File: config.mk
export PLATFORM = sky130hd
export DESIGN_NAME = sensor_alarm_ctrl
export DESIGN_NICKNAME = d
export VERILOG_FILES = /design/src/rtl/sensor_alarm_ctrl.sv
export SDC_FILE = /design/constraint.sdc
export NUM_CORES = 1
export LEC_CHECK = 0
export BUFFER_PORTS_ARGS = -buffer_cell sky130_fd_sc_hd__buf_4
export CAP_MARGIN = 20
export CORE_MARGIN = 2
export CORE_UTILIZATION = 47
export CTS_CLUSTER_SIZE = 24
export DETAILED_ROUTE_END_ITERATION = 6
export HOLD_SLACK_MARGIN = 0.08
export PLACE_DENSITY = 0.68
export SLEW_MARGIN = 20
export SYNTH_ARGS = -nofsm -noshare
export SYNTH_HDL_FRONTEND = slang
export SYNTH_SLANG_ARGS = --single-unit
File: constraint.sdc
create_clock -name clk -period 1.74 [get_ports clk]
set_input_delay 0.348 -clock clk [delete_from_list [all_inputs] [get_ports clk]]
set_output_delay 0.348 -clock clk [all_outputs]
set_load 0.03 [all_outputs]
File: src/rtl/sensor_alarm_ctrl.sv
// Debounced, acknowledge-driven alarm controller for the sensor error flag.
// Optional macro SENSOR_ALARM_SYNC_EN adds a 2-flop synchronizer on `error`.
module sensor_alarm_ctrl #(
    parameter int DEBOUNCE  = 4,
    parameter int CNT_WIDTH = 8
) (
    input  logic                 clk,
    input  logic                 rst,
    input  logic                 error,
    input  logic                 ack,
    output logic                 alarm,
    output logic                 busy,
    output logic [CNT_WIDTH-1:0] event_count
);

    localparam int DW = $clog2(DEBOUNCE + 1);
    localparam logic [DW-1:0]        DEB_LAST = DW'(DEBOUNCE - 1);
    localparam logic [DW-1:0]        DEB_ONE  = DW'(1);
    localparam logic [CNT_WIDTH-1:0] CNT_MAX  = '1;

    typedef enum logic [1:0] {
        IDLE,
        QUALIFY,
        ALARM,
        HOLD
    } state_t;

    state_t               state_q, state_d;
    logic [DW-1:0]        deb_q, deb_d;
    logic [CNT_WIDTH-1:0] cnt_q, cnt_d;
    logic                 alarm_q, alarm_d;
    logic                 busy_q, busy_d;
    logic                 err_s;

`ifdef SENSOR_ALARM_SYNC_EN
    logic [1:0] sync_q, sync_d;

    assign sync_d = {sync_q[0], error};
    assign err_s  = sync_q[1];

    always_ff @(posedge clk or posedge rst) begin
        if (rst) begin
            sync_q <= '0;
        end else begin
            sync_q <= sync_d;
        end
    end
`else
    assign err_s = error;
`endif

    always_ff @(posedge clk or posedge rst) begin
        if (rst) begin
            state_q <= IDLE;
            deb_q   <= '0;
            cnt_q   <= '0;
            alarm_q <= 1'b0;
            busy_q  <= 1'b0;
        end else begin
            state_q <= state_d;
            deb_q   <= deb_d;
            cnt_q   <= cnt_d;
            alarm_q <= alarm_d;
            busy_q  <= busy_d;
        end
    end

    // The debounce counter is cleared on every path that lands in IDLE.
    always_comb begin
        state_d = state_q;
        deb_d   = deb_q;
        case (state_q)
            IDLE: begin
                deb_d = '0;
                if (err_s) begin
                    if (DEBOUNCE == 1) begin
                        state_d = ALARM;
                    end else begin
                        state_d = QUALIFY;
                        deb_d   = DEB_ONE;
                    end
                end
            end
            QUALIFY: begin
                if (!err_s) begin
                    state_d = IDLE;
                    deb_d   = '0;
                end else if (deb_q == DEB_LAST) begin
                    state_d = ALARM;
                end else begin
                    deb_d = deb_q + 1'b1;
                end
            end
            ALARM: begin
                if (ack) begin
                    if (err_s) begin
                        state_d = HOLD;
                    end else begin
                        state_d = IDLE;
                        deb_d   = '0;
                    end
                end
            end
            HOLD: begin
                if (!err_s) begin
                    state_d = IDLE;
                    deb_d   = '0;
                end
            end
            default: begin
                state_d = IDLE;
                deb_d   = '0;
            end
        endcase
    end

    // Outputs are decoded from the next state so they leave as plain flops.
    always_comb begin
        alarm_d = (state_d == ALARM);
        busy_d  = (state_d != IDLE);
        cnt_d   = cnt_q;
        if ((state_d == ALARM) && (state_q != ALARM) && (cnt_q != CNT_MAX)) begin
            cnt_d = cnt_q + 1'b1;
        end
    end

    assign alarm       = alarm_q;
    assign busy        = busy_q;
    assign event_count = cnt_q;

endmodule

==> qor.yml <==
timing:
  skew_ps: 3.35
  timing.fmax_ghz: 0.602
  period_share: 0.955
  final-max-slew-violation-count: 0
  relSlewSlack: 0.637
  hold_viol: 0
  setup_viol_count_final: 0
  setup_tns_ps: 0
  fin_ws_ps: 78.5
  worstMarginPinSlew_ps: 543
  rsz0062_at_grt: "false"
  fin_crit_ps: 1660
floorplanning:
  start_util: 0.507
  fp.dieW_microns: 44.6
  core_area_sq_um: 1520
  ioPinCount: 14
  die_h_microns: 44.6
  die-area_sq_um: 1990
  rows: 14
routing:
  dr_total_vias: 535
  postRouteAntennaNets: 0
  wl_per_cell_microns: 12.5
  drtPass1Iterations: 4
  drc_errors: 0
  drt_iter0_drc: 7
  drt-total-wl_mm: 1.22
  via_per_inst: 5.46
place:
  place_area_sq_um: 861
  dp_hpwl_microns: 889
  pre_cts_slack_ps: 59.8
  gp_congestion: 0.771
  place.port_buffers: 13
grt:
  grt_pass1_wl_mm: 2.13
  grt_start_max_net_pins: 16
  grt_usage: 0.153
  grt_overflow: 0
  antenna_found_initial: 0
  grt_pass1_vias: 484
logic_synthesis:
  synthesis.area_sq_um: 773
  synthFlopType: "dfrtp_1"
  avgSynthCellArea_sq_um: 11.4
  async_reset_ff_frac: 1.00
  synthesis.nets: 75
  synth-edff-count: 0
  synth.distinct_cells: 32
  ys_warn_count: 0
  syn_inst: 68
  synth_seq_cells: 15
  seq_area_frac_synth: 0.485
setup_path:
  crit_required_ps: 1910
  startpoint_type: "flip-flop"
  path_max_fanout: 7
  path_class: "reg -> reg"
  arrival_ps: 1830
  cp-end-kind: "flip-flop"
pwr:
  p_leak_nw: 0.457
  vdd_drop_max_uv: 666
  swShare: 0.277
  power_switching_w: 0.000199
  p_per_area_nw_per_um2: 802
  pwr-share-comb: 0.181
  pwr-share-seq: 0.559
  p_clk_frac: 0.260
  cell_internal_pwr_w: 0.000519
cts:
  path_clk_slew_ps: 80
  cts_tree: "built"
  htreeDepth: 1
  clk_latency_ps: 280
  numCtsBuffers: 3
  cts_root_buf: "clkbuf_4"
  cts_buffer_depth: 2
  hold_buffers: 0
  clkSinkCount: 15
cells_and_area:
  num_antenna_cells: 0
  final_area_sq_um: 896
  final_cell_mix: "dfrtp_1, buf_4, nand2_1"
  final_common_cell: "dfrtp_1"
  nNetsFinal: 90
  syn_to_final_growth_pct: 15.9
  fillers: 130
  drive_above_1_share: 0.305
hold_path:
  hp-class: "in -> async"
flow_run:
  drv_cap: 0
run_status:
  status: "completed"
-- metrics by stage --
stage	utilization	cells	total power (W)	hold slack, ps
3_5_place_dp	0.565	94	0.000537	435
4_1_cts	0.582	98	0.000728	126
6_report	0.588	98	0.000718	111
2_1_floorplan	-	68	0.000495	249
5_1_grt	0.588	98	0.000760	162
3_3_place_gp	0.565	94	0.000536	441
-- synth_stat cells (2+ instances only) --
master     n  share of area
dfrtp_1   15           0.49
mux2_2     2          0.029
nand3_1    3          0.019
and3_1     3          0.024
buf_6      2          0.029
nand2_1    6          0.029
a31oi_1    3          0.024
ha_1       3          0.049
nand4b_1   2          0.023
inv_1      4          0.019
xor2_1     2          0.023
xnor2_1    3          0.034
-- kinds of logic (layout without fill, tap and decap cells) --
group / count (synthesis) / after routing / synth area share
multiplexers: 3 / 3 / 0.0485
buffers and inverters: 7 / 21 / 0.0582
adder cells (fa/ha/maj): 3 / 3 / 0.0485
AND/OR/NAND/NOR: 22 / 22 / 0.178
XOR/XNOR: 5 / 5 / 0.0566
flip-flops: 15 / 15 / 0.485
AO/OA/AOI/OAI: 13 / 13 / 0.125
-- worst max-delay path, stage by stage (launching register included) --
cell,delay [ps]
dfrtp_1,400
ha_1,210
ha_1,220
and4b_2,310
o21ai_2,100
mux2_4,310
-- per-layer routing --
layer	track usage	vias up	share of wire	routed length, microns
li1	-	279	-	-
met1	0.204	243	0.50	616
met2	0.214	11	0.43	521
met3	0.0735	2	0.060	73
met4	0.0545	0	0.011	13
met5	0	-	0	0
-- cell type report --
cell class,instances,area (sq um),area share
multi-input combinational,46,362,0.404
clock buffer,4,26.3,0.0293
timing repair buffer,13,97.6,0.109
inverter,4,15.0,0.0168
tap,16,20.0,0.0223
sequential,15,375,0.419
-- worst paths after layout --
path,from,cells past startpoint,end,slack [ps]
setup / recovery,deb_q[0]$_DFFE_PP0P_,5,event_count[1]$_DFFE_PP0P_,80
hold / removal,rst,2,alarm$_DFF_PP0_,110
setup reg to reg,deb_q[0]$_DFFE_PP0P_,5,event_count[1]$_DFFE_PP0P_,80
hold reg to reg,deb_q[2]$_DFFE_PP0P_,1,deb_q[2]$_DFFE_PP0P_,510
max in group asynchronous,rst,2,deb_q[2]$_DFFE_PP0P_,1270
min in group clk,error,2,busy$_DFF_PP0_,310
-- flip-flops by register name, indices dropped and copies added (netlist names) --
| signal | flops |
|---|---|
| alarm | 1 |
| busy | 1 |
| deb_q | 3 |
| event_count | 8 |
| state_q | 2 |
-- power by group through the flow --
stage / clock [W] / combinational, W / sequential (W)
final: 0.000187 / 0.000130 / 0.000401
after global routing: 0.000216 / 0.000140 / 0.000405
after CTS: 0.000197 / 0.000130 / 0.000401
after floorplan: 0 / 0.0000586 / 0.000436
after global placement: 0 / 0.000129 / 0.000407
after detailed placement: 0 / 0.000129 / 0.000408
-- timing repair --
item	4_1_cts	5_1_grt
endpoints found under the setup margin	0	2
gates resized for setup	0	2
endpoints found under the hold margin	0	0
buffers inserted	0	0
Power figures use the tool's default switching activity.
